<file path="config.mk">
export PLATFORM = sky130hd
export DESIGN_NAME = fpu_clk_gate_ctrl
export DESIGN_NICKNAME = d
export VERILOG_FILES = /design/src/rtl/fpu_clk_gate_ctrl.sv
export SDC_FILE = /design/constraint.sdc
export NUM_CORES = 1
export LEC_CHECK = 0
export ABC_AREA = 0
export CORE_ASPECT_RATIO = 1.4
export CORE_MARGIN = 1
export CORE_UTILIZATION = 51
export CTS_CLUSTER_DIAMETER = 60
export DETAILED_ROUTE_END_ITERATION = 6
export PLACE_DENSITY = 0.87
export SETUP_SLACK_MARGIN = 0.15
export SYNTH_ARGS = -nofsm -noshare
export SYNTH_HDL_FRONTEND = slang
export SYNTH_SLANG_ARGS = --single-unit
</file>
<file path="constraint.sdc">
create_clock -name clk_i -period 1.9 [get_ports clk_i]
set_input_delay 0.285 -clock clk_i [delete_from_list [all_inputs] [get_ports clk_i]]
set_output_delay 0.285 -clock clk_i [all_outputs]
set_load 0.03 [all_outputs]
</file>
<file path="src/rtl/fpu_clk_gate_ctrl.sv">
// FPU clock-gating controller: gates the FPU clock after a run of quiet
// cycles and holds requests off with ready until the clock has restarted.
module fpu_clk_gate_ctrl #(
  parameter int IDLE_CYCLES = 16,
  parameter int WAKE_CYCLES = 2,
  parameter int CNT_W       = 16
) (
  input  logic             clk_i,
  input  logic             rst_ni,
  input  logic             req_valid_i,
  output logic             req_ready_o,
  input  logic             busy_i,
  input  logic             force_on_i,
  output logic             clk_en_o,
  output logic             gated_o,
  output logic [CNT_W-1:0] gate_events_o
);

  localparam int IW = $clog2(IDLE_CYCLES + 1);
  localparam int WW = $clog2(WAKE_CYCLES + 1);

  localparam logic [1:0] ACTIVE = 2'd0;
  localparam logic [1:0] GATED  = 2'd1;
  localparam logic [1:0] WAKE   = 2'd2;

  localparam logic [IW-1:0] IDLE_LAST = IW'(IDLE_CYCLES - 1);
  localparam logic [WW-1:0] WAKE_LAST = WW'(WAKE_CYCLES - 1);

  logic [1:0]       state_q, state_d;
  logic [IW-1:0]    idle_cnt_q, idle_cnt_d;
  logic [WW-1:0]    wake_cnt_q, wake_cnt_d;
  logic [CNT_W-1:0] gate_events_q, gate_events_d;
  logic             clk_en_q, clk_en_d;
  logic             quiet;

  assign quiet = !busy_i && !req_valid_i && !force_on_i;

  always_comb begin
    state_d       = state_q;
    idle_cnt_d    = idle_cnt_q;
    wake_cnt_d    = wake_cnt_q;
    gate_events_d = gate_events_q;
    unique case (state_q)
      ACTIVE: begin
        if (!quiet) begin
          idle_cnt_d = '0;
        end else if (idle_cnt_q == IDLE_LAST) begin
          state_d    = GATED;
          idle_cnt_d = '0;
          if (gate_events_q != '1)
            gate_events_d = gate_events_q + CNT_W'(1);
        end else begin
          idle_cnt_d = idle_cnt_q + IW'(1);
        end
      end
      GATED: begin
        if (!quiet) begin
          state_d    = WAKE;
          wake_cnt_d = '0;
        end
      end
      WAKE: begin
        if (wake_cnt_q == WAKE_LAST) begin
          state_d    = ACTIVE;
          idle_cnt_d = '0;
        end else begin
          wake_cnt_d = wake_cnt_q + WW'(1);
        end
      end
      default: begin
        state_d    = ACTIVE;
        idle_cnt_d = '0;
        wake_cnt_d = '0;
      end
    endcase
    // enable is a flop copy of the next state so it never glitches
    clk_en_d = (state_d != GATED);
  end

  always_ff @(posedge clk_i or negedge rst_ni) begin
    if (!rst_ni) begin
      state_q       <= ACTIVE;
      idle_cnt_q    <= '0;
      wake_cnt_q    <= '0;
      gate_events_q <= '0;
      clk_en_q      <= 1'b1;
    end else begin
      state_q       <= state_d;
      idle_cnt_q    <= idle_cnt_d;
      wake_cnt_q    <= wake_cnt_d;
      gate_events_q <= gate_events_d;
      clk_en_q      <= clk_en_d;
    end
  end

  assign clk_en_o      = clk_en_q;
  assign req_ready_o   = (state_q == ACTIVE);
  assign gated_o       = (state_q == GATED);
  assign gate_events_o = gate_events_q;

endmodule

</file>
* After elaboration in Yosys (flattened, before gate mapping) *
Index checks and enable logic that the tools add are counted.
Widths: inputs -> output; s select.

word-level totals
  flip-flop bits (word level) = 26
  latch bits = 0
  bits in writable memories = 0
  memory bits (read-only) = 0
  output and inout bits = 19
  logic and storage cells = 40
  memories kept = 0

operators by class
  $add $sub $neg = 3
  multipliers = 0
  div/mod/pow operators = 0
  order comparisons = 0
  equality and inequality tests = 9
  shift operators = 0
  mux-type cells = 12
  bitwise logic cells = 2
  reductions and logical operators = 9

operators by type and width
  operator               count
  $add 16x1->16 const B  1
  $ne 16x16->1 const B   1
  $mux 5                 3
  $pmux 5 s3             1
  $mux 2                 6
  $pmux 2 s3             2
  $ne 2x2->1 const B     3
  $add 5x1->5 const B    1
  $eq 5x4->1 const B     1
  $eq 2x1->1 const B     2
  $reduce_and 4->1       1
  $logic_not 1->1        3
  $reduce_and 3->1       1
  $add 2x1->2 const B    1
  $eq 2x2->1 const B     1
  $logic_and 1x1->1      2
  $logic_not 2->1        1
  $ne 2x1->1 const B     1
  $not 1->1              2
  $reduce_and 2->1       1

* Logic depth before layout (Yosys ltp) *
Gate-level depths: netlist (run 1).

  depth in word-level cells = 6
  mapped depth = 6

* Worst setup path before layout (run 1) *
No wires, ideal clock.

  kind = register to register
  from = reg gate_events_q[0], in the netlist gate_events_o[0]
  to = reg gate_events_q[10], in the netlist gate_events_o[10]
  setup time = 0.135 ns
  data arrival time = 1.615 ns
  required time = 1.765 ns
  slack = 0.150 ns
  stages on the path, launching flop included = 7
  path buffers = 1
  cells stage by stage = dfrtp_1 ha_1 and3_1 nand4b_1 buf_2 nand4_1 xnor2_1

between the ends
  cells in the longest elaborated chain, start to end = 2

ends and longest elaborated chain
  item                                                                   line  source
  start, declared                                                        32    logic [CNT_W-1:0] gate_events_q, gate_events_d;
  start signal, assigned                                                 91    gate_events_q <= gate_events_d;
  parallel branches: the longest is 2 deep, another holds $add 16x1->16  n/a

Several ways; the timed one is not identified.
A chain may end at the register's enable or synchronous reset.

* Worst setup path in the final report (run 1) *
  from = reg gate_events_q[0], in the netlist gate_events_o[0]
  to = reg gate_events_q[4], in the netlist gate_events_o[4]

Same word-level chain as after synthesis.

==> flow_summary.yaml, run 1 <==
place:
  place_area_um2: 1588
  io_buffer_count: 23
  dp_slack_ns: -0.1422
  gp_congestion: 0.8274
  hpwl_um: 1962
critical_path:
  cp_max_fo: 5
  critPathKind: "reg2reg"
  crit_chain: "ha_1 > and3_1 > nand4b_1 > buf_4 > nand3_1 > xnor2_2"
  slowest_stage: "dfrtp_2"
  cp.required_ns: 2.12
  r2r_slack_ns: 0.19
  cp.arrival_ns: 1.93
  crit_family: "simple AND/OR/NAND/NOR gates"
  reg2regPathDepth: 6
  r2r-start: "gate_events_o[0]$_DFFE_PN0P_"
  r2r-end: "gate_events_o[4]$_DFFE_PN0P_"
  cp_num_buf_inv: 1
  startpoint_type: "register"
  max_stage_delay_ns: 0.45
  end_kind: "register"
sta:
  setup_tns_ns: 0
  max_freq_mhz: 585.6
  min_period_ns: 1.708
  drv_slew: 0
  fin_crit_sh_pct: 89.88
  grt_setup_unrepaired: "yes"
  hold_violations: 0
  fin_skew_ns: 0.01151
  tightest_slew_ns: 0.4136
  max_slew_margin_pct: 72.17
  setup_viol: 0
  hold_ws_ns: 0.2935
  setup_slack_ns: 0.1923
clock_tree:
  cts_hold_buf: 0
  clock_latency_ns: 0.33
  cts_tree: "yes"
  cts_buffers: 3
  cts_buffer_depth: 2
  cts_htree_levels: 1
  clock-root-buffer: "clkbuf_4"
  clock-sinks: 26
  cts.reportedPaths.clkPinSlew_ns: 0.14
global_routing:
  use_met1_pct: 25.57
  use_met3_pct: 4.399
  grt_overflow: 0
  grt_max_degree: 27
  grt_usage_pct: 22.08
  grt_first_pass_wirelength_um: 4353
  antenna_found_initial: 0
  busiest_layer: "met2"
  grt_util_met2_pct: 40.34
  grt_pass1_vias: 1016
detailed_routing:
  vias: 1054
  wl_per_cell_um: 14.46
  drt_wl_total_um: 2747
  ant_nets: 0
  viasPerCell: 5.547
  drt_iter0_markers: 38
  firstDrtPassIters: 4
  drc_errors: 0
floorplanning:
  die_w_um: 44.36
  ios: 24
  die_area_um2: 2719
  die_h_um: 61.31
  start_util_pct: 53.58
  core_um2: 2391
  rows: 21
power_and_ir_drop:
  p_leak_uw: 0.0009187
  peakVddDrop_uv: 447.2
  power_density_nw_per_um2: 569.1
logic_synthesis:
  ys_ff_latch: 26
  synth_area_per_cell_um2: 10.68
  synthesis.area_um2: 1281
  synthCells: 120
  synth_cell_types: 33
  syn-num-nets: 128
  yosysWarnings: 0
  yosysSeqAreaShare_pct: 50.88
layout:
  drive_gt1_share_pct: 17.31
  fillers: 183
  mostFrequentLayoutCell: "dfrtp_1"
  area_growth_pct: 32.42
  fin_util_pct: 70.96
  final_nets: 165
  antennaDiodeCount: 0
  final_area_um2: 1697
  mostFrequentLayoutCells: "dfrtp_1 (23), xnor2_1 (14), buf_4 (11)"
run_status:
  status: "complete, no violations"
min_path:
  hold_class: "in2async"
job:
  drv_cap: 0
## cells in the mapped netlist
cell	n	area [um^2]
dfrtp_1	25	625.6
xnor2_1	15	131.4
nand3_1	10	50.05
nand4_1	10	62.56
nand2_1	7	26.28
o21ai_0	6	30.03
and3_1	5	31.28
nor2_1	4	15.01
a21oi_1	3	15.01
ha_1	3	37.54
inv_1	3	11.26
and2_1	2	12.51
and4_1	2	17.52
nand2b_1	2	12.51
nand4b_1	2	17.52
nor2b_1	2	12.51
nor3_1	2	10.01
nor4_1	2	12.51
a21o_1	1	7.510
a22o_1	1	8.760
and2b_1	1	7.510
buf_2	1	5.000
buf_6	1	11.26
clkbuf_1	1	3.750
dfstp_2	1	26.28
mux2_2	1	11.26
nand2_2	1	6.260
nand3b_1	1	7.510
nor4_4	1	21.27
o21bai_1	1	7.510
or2_2	1	6.260
or3_4	1	11.26
xor2_1	1	8.760
## metal layers
metal	vias to the layer above	wire [um]
met5	-	0
met2	34	1470
met4	0	65
met1	509	1108
met3	9	103
li1	502	-
## cell families (layout without fill, tap and decap cells)
kind of cell               Yosys count  count (layout)  synth area share (%)
AOI/OAI and AO/OA                   12              12                 5.371
muxes                                1               1                0.8788
buffers and inverters                6              42                 2.441
DFF                                 26              26                 50.88
adders and majority gates            3               3                 2.930
and+or+nand+nor                     56              56                 26.56
xor gates and xnor gates            16              16                 10.94
## where the power goes
part	total, uW	switching (uW)	internal (uW)
logic	33.1	17.9	15.2
clock network	377	164	214
registers	555	0.662	555
total	966	182	783
## layout make-up
type	instances	area, um^2	share of cell area, %
flip-flops and latches	26	654.4	38.57
multi-input cells	88	608.1	35.84
repair buffers	35	327.8	19.32
well taps	34	42.54	2.507
clock inverters	1	30.03	1.770
clock buffers	3	22.52	1.327
inverters	3	11.26	0.6637
## how the worst max path moves through the flow
stage | from | endpoint | cells after the start
after detailed placement | busy_i | gate_events_o[1]$_DFFE_PN0P_ | 6
after CTS | gate_events_o[1]$_DFFE_PN0P_ | gate_events_o[1] | 1
final | gate_events_o[0]$_DFFE_PN0P_ | gate_events_o[4]$_DFFE_PN0P_ | 6
after floorplan | gate_events_o[1]$_DFFE_PN0P_ | gate_events_o[1]$_DFFE_PN0P_ | 5
after global routing | idle_cnt_q[0]$_DFFE_PN0P_ | gate_events_o[1]$_DFFE_PN0P_ | 6
after global placement | busy_i | gate_events_o[1]$_DFFE_PN0P_ | 6
## through the flow
| step | cells | power, uW |
|---|---|---|
| 2_1_floorplan | 120 | 572.3 |
| 4_1_cts | 187 | 970.6 |
| 3_5_place_dp | 181 | 598.1 |
| 3_3_place_gp | 181 | 596.4 |
| 6_report | 190 | 965.6 |
| 5_1_grt | 190 | 1002 |
## state kept, by name, summed over array words and instances, names as in the netlist
register       count
clk_en_o           1
gate_events_o     16
idle_cnt_q         5
state_q            2
wake_cnt_q         2
## timing repair
action	in CTS	in global routing
resized for setup	10	14
setup buffers	2	3
setup endpoints to repair	18	24
hold endpoints to repair	0	0
pin swaps	2	2
## worst reg2reg max path, cell delays in order, from the launching register on
cell and delay (ns):
dfrtp_2 0.45, ha_1 0.21, and3_1 0.22, nand4b_1 0.22
buf_4 0.19, nand3_1 0.14, xnor2_2 0.16
Note: power is estimated with default switching activity, not from simulation.
==> run 2: changes to the inputs <==
==> constraint.sdc (replaced) <==
create_clock -name clk_i -period 1.9 [get_ports clk_i]
set_input_delay 0.285 -clock clk_i [delete_from_list [all_inputs] [get_ports clk_i]]
set_output_delay 0.285 -clock clk_i [all_outputs]
set_load 0.01 [all_outputs]
==> flow_summary.yaml, run 2 (same netlist as run 1, synthesis figures left out) <==
run_status:
  status: "complete, no violations"
detailed_routing:
  drc_errors: 0
  drt_wl_total_um: 2595
  drt_iter0_markers: 15
  vias: 1034
  viasPerCell: 5.385
  firstDrtPassIters: 4
  wl_per_cell_um: 13.52
  ant_nets: 0
place:
  gp_congestion: 0.8332
  dp_slack_ns: -0.1122
  io_buffer_count: 23
  hpwl_um: 1842
sta:
  setup_viol: 0
  max_slew_margin_pct: 73.45
  drv_slew: 0
  fin_skew_ns: 0.01647
  setup_tns_ns: 0
  hold_violations: 0
  tightest_slew_ns: 0.3974
  max_freq_mhz: 597.8
  min_period_ns: 1.673
  grt_setup_unrepaired: "no"
  setup_slack_ns: 0.2273
  hold_ws_ns: 0.3002
  fin_crit_sh_pct: 88.04
clock_tree:
  cts_buffers: 3
  cts_htree_levels: 1
  clock_latency_ns: 0.33
  clock-sinks: 26
  cts_buffer_depth: 2
  cts_hold_buf: 0
  cts.reportedPaths.clkPinSlew_ns: 0.15
  cts_tree: "yes"
  clock-root-buffer: "clkbuf_4"
layout:
  fillers: 188
  drive_gt1_share_pct: 17.72
  mostFrequentLayoutCells: "dfrtp_1 (22), clkdlybuf4s50_1 (21), xnor2_1 (15)"
  final_nets: 167
  largest_register_ffs: 16
  area_growth_pct: 32.32
  fin_util_pct: 70.91
  antennaDiodeCount: 0
  mostFrequentLayoutCell: "dfrtp_1"
power_and_ir_drop:
  peakVddDrop_uv: 397.9
  power_density_nw_per_um2: 514.9
  p_leak_uw: 0.0007333
  power_uw: 873.0
critical_path:
  slowest_stage: "dfrtp_1"
  r2r-start: "idle_cnt_q[0]$_DFFE_PN0P_"
  max_stage_delay_ns: 0.41
  startpoint_type: "register"
  cp.arrival_ns: 1.91
  crit_chain: "ha_2 > nand4b_1 > nor4_4 > buf_12 > nand2_2 > mux2_2"
  critPathLaunch: "idle_cnt_q[0]$_DFFE_PN0P_"
  end_kind: "register"
  cp.required_ns: 2.14
  cp_max_fo: 15
  critPathKind: "reg2reg"
global_routing:
  antenna_found_initial: 0
  grt_max_degree: 27
  use_met3_pct: 4.399
  busiest_layer: "met2"
  grt_first_pass_wirelength_um: 4195
  grt_overflow: 0
  grt_pass1_vias: 927
  grt_util_met2_pct: 36.13
  grt_usage_pct: 21.12
  use_met1_pct: 26.05
floorplanning:
  die_h_um: 61.31
  ios: 24
  rows: 21
  core_um2: 2391
  die_area_um2: 2719
  die_w_um: 44.36
  start_util_pct: 53.58
min_path:
  hold_class: "in2async"
job:
  drv_cap: 0
run 2: cell type report:
type	count	area [um^2]	area share [%]
Sequential cell	26	655.6	38.67
Multi-Input combinational cell	88	600.6	35.42
Timing Repair Buffer	37	349.1	20.59
Tap cell	34	42.54	2.509
Clock buffer	4	36.28	2.140
Inverter	3	11.26	0.6642
run 2: final timing paths:
| check | cells past startpoint | endpoint | slack, ns |
|---|---|---|---|
| hold reg to reg | 1 | gate_events_o[14]$_DFFE_PN0P_ | 0.51 |
| max in group asynchronous | 2 | clk_en_o$_DFF_PN1_ | 1.30 |
| min in group clk_i | 1 | gate_events_o[14]$_DFFE_PN0P_ | 0.51 |
| setup reg to reg | 6 | gate_events_o[1]$_DFFE_PN0P_ | 0.23 |
| setup / recovery | 6 | gate_events_o[1]$_DFFE_PN0P_ | 0.23 |
| hold / removal | 2 | idle_cnt_q[4]$_DFFE_PN0P_ | 0.30 |
run 2: where the power goes:
part | total, uW | leakage [uW] | switching [uW] | internal, uW
Sequential | 556 | 0.000349 | 0.948 | 555
Combinational | 33.3 | 0.000363 | 17.6 | 15.7
Clock | 284 | 0.0000210 | 167 | 117
run 2: what timing repair did:
item / CTS / global route
pin swaps: 0 / 1
setup buffers: 3 / 4
setup endpoints to repair: 2 / 17
resized for setup: 3 / 3
run 2: stage by stage:
stage          cell area (um^2)  instances
2_1_floorplan              1281        120
5_1_grt                    1695        192
3_3_place_gp               1599        181
6_report                   1695        192
4_1_cts                    1659        188
3_5_place_dp               1599        181
run 2: routing by layer:
layer | part of all wire [%] | routed length (um) | vias up
li1 | - | - | 503
met1 | 43 | 1121 | 502
met4 | 1.7 | 45 | 0
met5 | 0 | 0 | -
met3 | 3.1 | 80 | 5
met2 | 52 | 1347 | 24
run 2: worst max-delay path: cells and delay by family, from the launching register on:
family                   cells  cell delay [ns]
flip-flops                   1             0.41
multiplexers                 1             0.27
buffers and inverters        1             0.17
AND/OR/NAND/NOR              3             0.51
adder cells (fa/ha/maj)      1             0.22
==> run 3: changes to the inputs <==
- CORE_UTILIZATION: 51 -> 54
- PLACE_DENSITY: 0.87 -> 0.91
- clock period: 1.9 -> 2.1 ns (I/O delays scaled with it)
==> flow_summary.yaml, run 3 (same netlist as run 1, synthesis figures left out) <==
global_routing:
  grt_first_pass_wirelength_um: 4402
  grt_usage_pct: 22.65
  use_met1_pct: 27.83
  grt_overflow: 0
  grt_util_met2_pct: 38.17
  grt_pass1_vias: 1007
  use_met3_pct: 2.744
  antenna_found_initial: 0
  busiest_layer: "met2"
  grt_max_degree: 27
clock_tree:
  cts_buffers: 3
  cts_buffer_depth: 2
  clock-sinks: 26
  cts_htree_levels: 1
  clock-root-buffer: "clkbuf_4"
  cts.reportedPaths.clkPinSlew_ns: 0.13
  clock_latency_ns: 0.33
  cts_tree: "yes"
place:
  io_buffer_count: 23
  place_area_um2: 1564
  hpwl_um: 1913
  gp_congestion: 0.8501
critical_path:
  r2r-start: "idle_cnt_q[0]$_DFFE_PN0P_"
  r2r-end: "gate_events_o[1]$_DFFE_PN0P_"
  max_stage_delay_ns: 0.55
  critPathKind: "reg2out"
  end_kind: "primary output"
  cp.required_ns: 1.78
  r2r_slack_ns: 0.39
  cp.arrival_ns: 1.55
  slowest_stage: "clkdlybuf4s50_1"
  cp_max_fo: 7
  startpoint_type: "register"
  reg2regPathDepth: 6
  crit_chain: "nor2b_2 > clkdlybuf4s50_1"
floorplanning:
  ios: 24
  start_util_pct: 58.18
  die_h_um: 59.64
  rows: 20
  core_um2: 2202
  die_w_um: 43.17
  die_area_um2: 2574
detailed_routing:
  ant_nets: 0
  vias: 1030
  drc_errors: 0
  wl_per_cell_um: 15.34
  firstDrtPassIters: 4
  drt_iter0_markers: 35
  drt_wl_total_um: 2670
  viasPerCell: 5.920
power_and_ir_drop:
  power_density_nw_per_um2: 483.2
  peakVddDrop_uv: 434.2
  netSwitchingPower_uw: 163.4
  pwr-share-clk_pct: 32.4
  p_leak_uw: 0.0007033
  power_frac_seq_pct: 64.2
  power_frac_comb_pct: 3.4
  p_int_uw: 619.6
  power_switching_share_pct: 20.86
sta:
  max_freq_mhz: 535.9
  grt_setup_unrepaired: "no"
  min_period_ns: 1.866
  max_slew_margin_pct: 73.89
  tightest_slew_ns: 0.3887
  fin_skew_ns: 0.002096
  fin_crit_sh_pct: 88.85
  drv_slew: 0
  setup_viol: 0
  hold_violations: 0
  setup_tns_ns: 0
layout:
  final_area_um2: 1620
  fillers: 155
  drive_gt1_share_pct: 13.82
  antennaDiodeCount: 0
  largest_register_ffs: 16
  mostFrequentLayoutCells: "dfrtp_1 (23), clkdlybuf4s50_1 (23), xnor2_1 (15)"
  final_nets: 161
  area_growth_pct: 26.46
job:
  drv_cap: 0
run_status:
  status: "complete, no violations"
min_path:
  hold_class: "in2async"
-- run 3: changes by cell type in the layout (fill, tap and decap cells not counted) --
cell / delta
nor2b_1: -1
buf_12: -1
nor2b_2: +1
ha_2: -1
dfrtp_1: +1
dlymetal6s2s_1: -1
dlygate4sd2_1: -1
clkdlybuf4s50_1: +2
ha_1: +1
dfrtp_2: -1
buf_4: -5
-- run 3: layout make-up --
cell class,count,area [um^2],share of cell area [%]
clock buffers,4,36.28,2.239
inverters,3,11.26,0.6950
multi-input cells,88,600.6,37.07
flip-flops and latches,26,654.4,40.39
well taps,22,27.53,1.699
repair buffers,31,290.3,17.92
-- run 3: worst max path at each step --
stage / from / end / slack, ns
floorplan: gate_events_o[0]$_DFFE_PN0P_ / gate_events_o[10]$_DFFE_PN0P_ / 0.47
global placement: busy_i / gate_events_o[1]$_DFFE_PN0P_ / 0.07
detailed placement: busy_i / gate_events_o[1]$_DFFE_PN0P_ / 0.03
CTS: state_q[0]$_DFF_PN0_ / gated_o / 0.17
global route: state_q[1]$_DFF_PN0_ / gated_o / 0.18
finish: state_q[1]$_DFF_PN0_ / gated_o / 0.23
-- run 3: timing repair --
item	CTS	global route
gates resized for setup	1	2
setup endpoints to repair	1	1
hold buffers	0	0
hold endpoints to repair	0	0
pin swaps	0	0
buffers inserted	0	2
-- run 3: metal layers --
layer | vias up | part of all wire [%]
li1 | 493 | -
met1 | 488 | 42
met2 | 42 | 50
met3 | 7 | 5.1
met4 | 0 | 2.2
met5 | - | 0
-- run 3: worst max-delay path, delay by kind of cell, from the launching register on --
family / cells / cell delay (ns)
buf+inv: 1 / 0.55
flops: 1 / 0.49
simple gates: 1 / 0.18
-- run 3: through the flow --
stage,instances,hold WS (ns),worst slack (ns),util [%],power [uW]
4_1_cts,172,0.3372,0.1671,72.73,790.9
6_report,174,0.3267,0.2341,73.58,783.0
3_5_place_dp,168,0.4863,0.02833,71.02,539.4
2_1_floorplan,120,0.01941,0.4712,-,517.8
3_3_place_gp,168,0.4785,0.07069,71.02,538.6
5_1_grt,174,0.3564,0.1818,73.58,813.0
-- run 3: power by group through the flow --
stage	Sequential (uW)	Combinational [uW]	Clock [uW]
finish	503	26.5	254
global route	503	30.2	280
CTS	503	27.5	261
detailed placement	512	27.3	0
global placement	512	26.5	0
floorplan	512	5.83	0
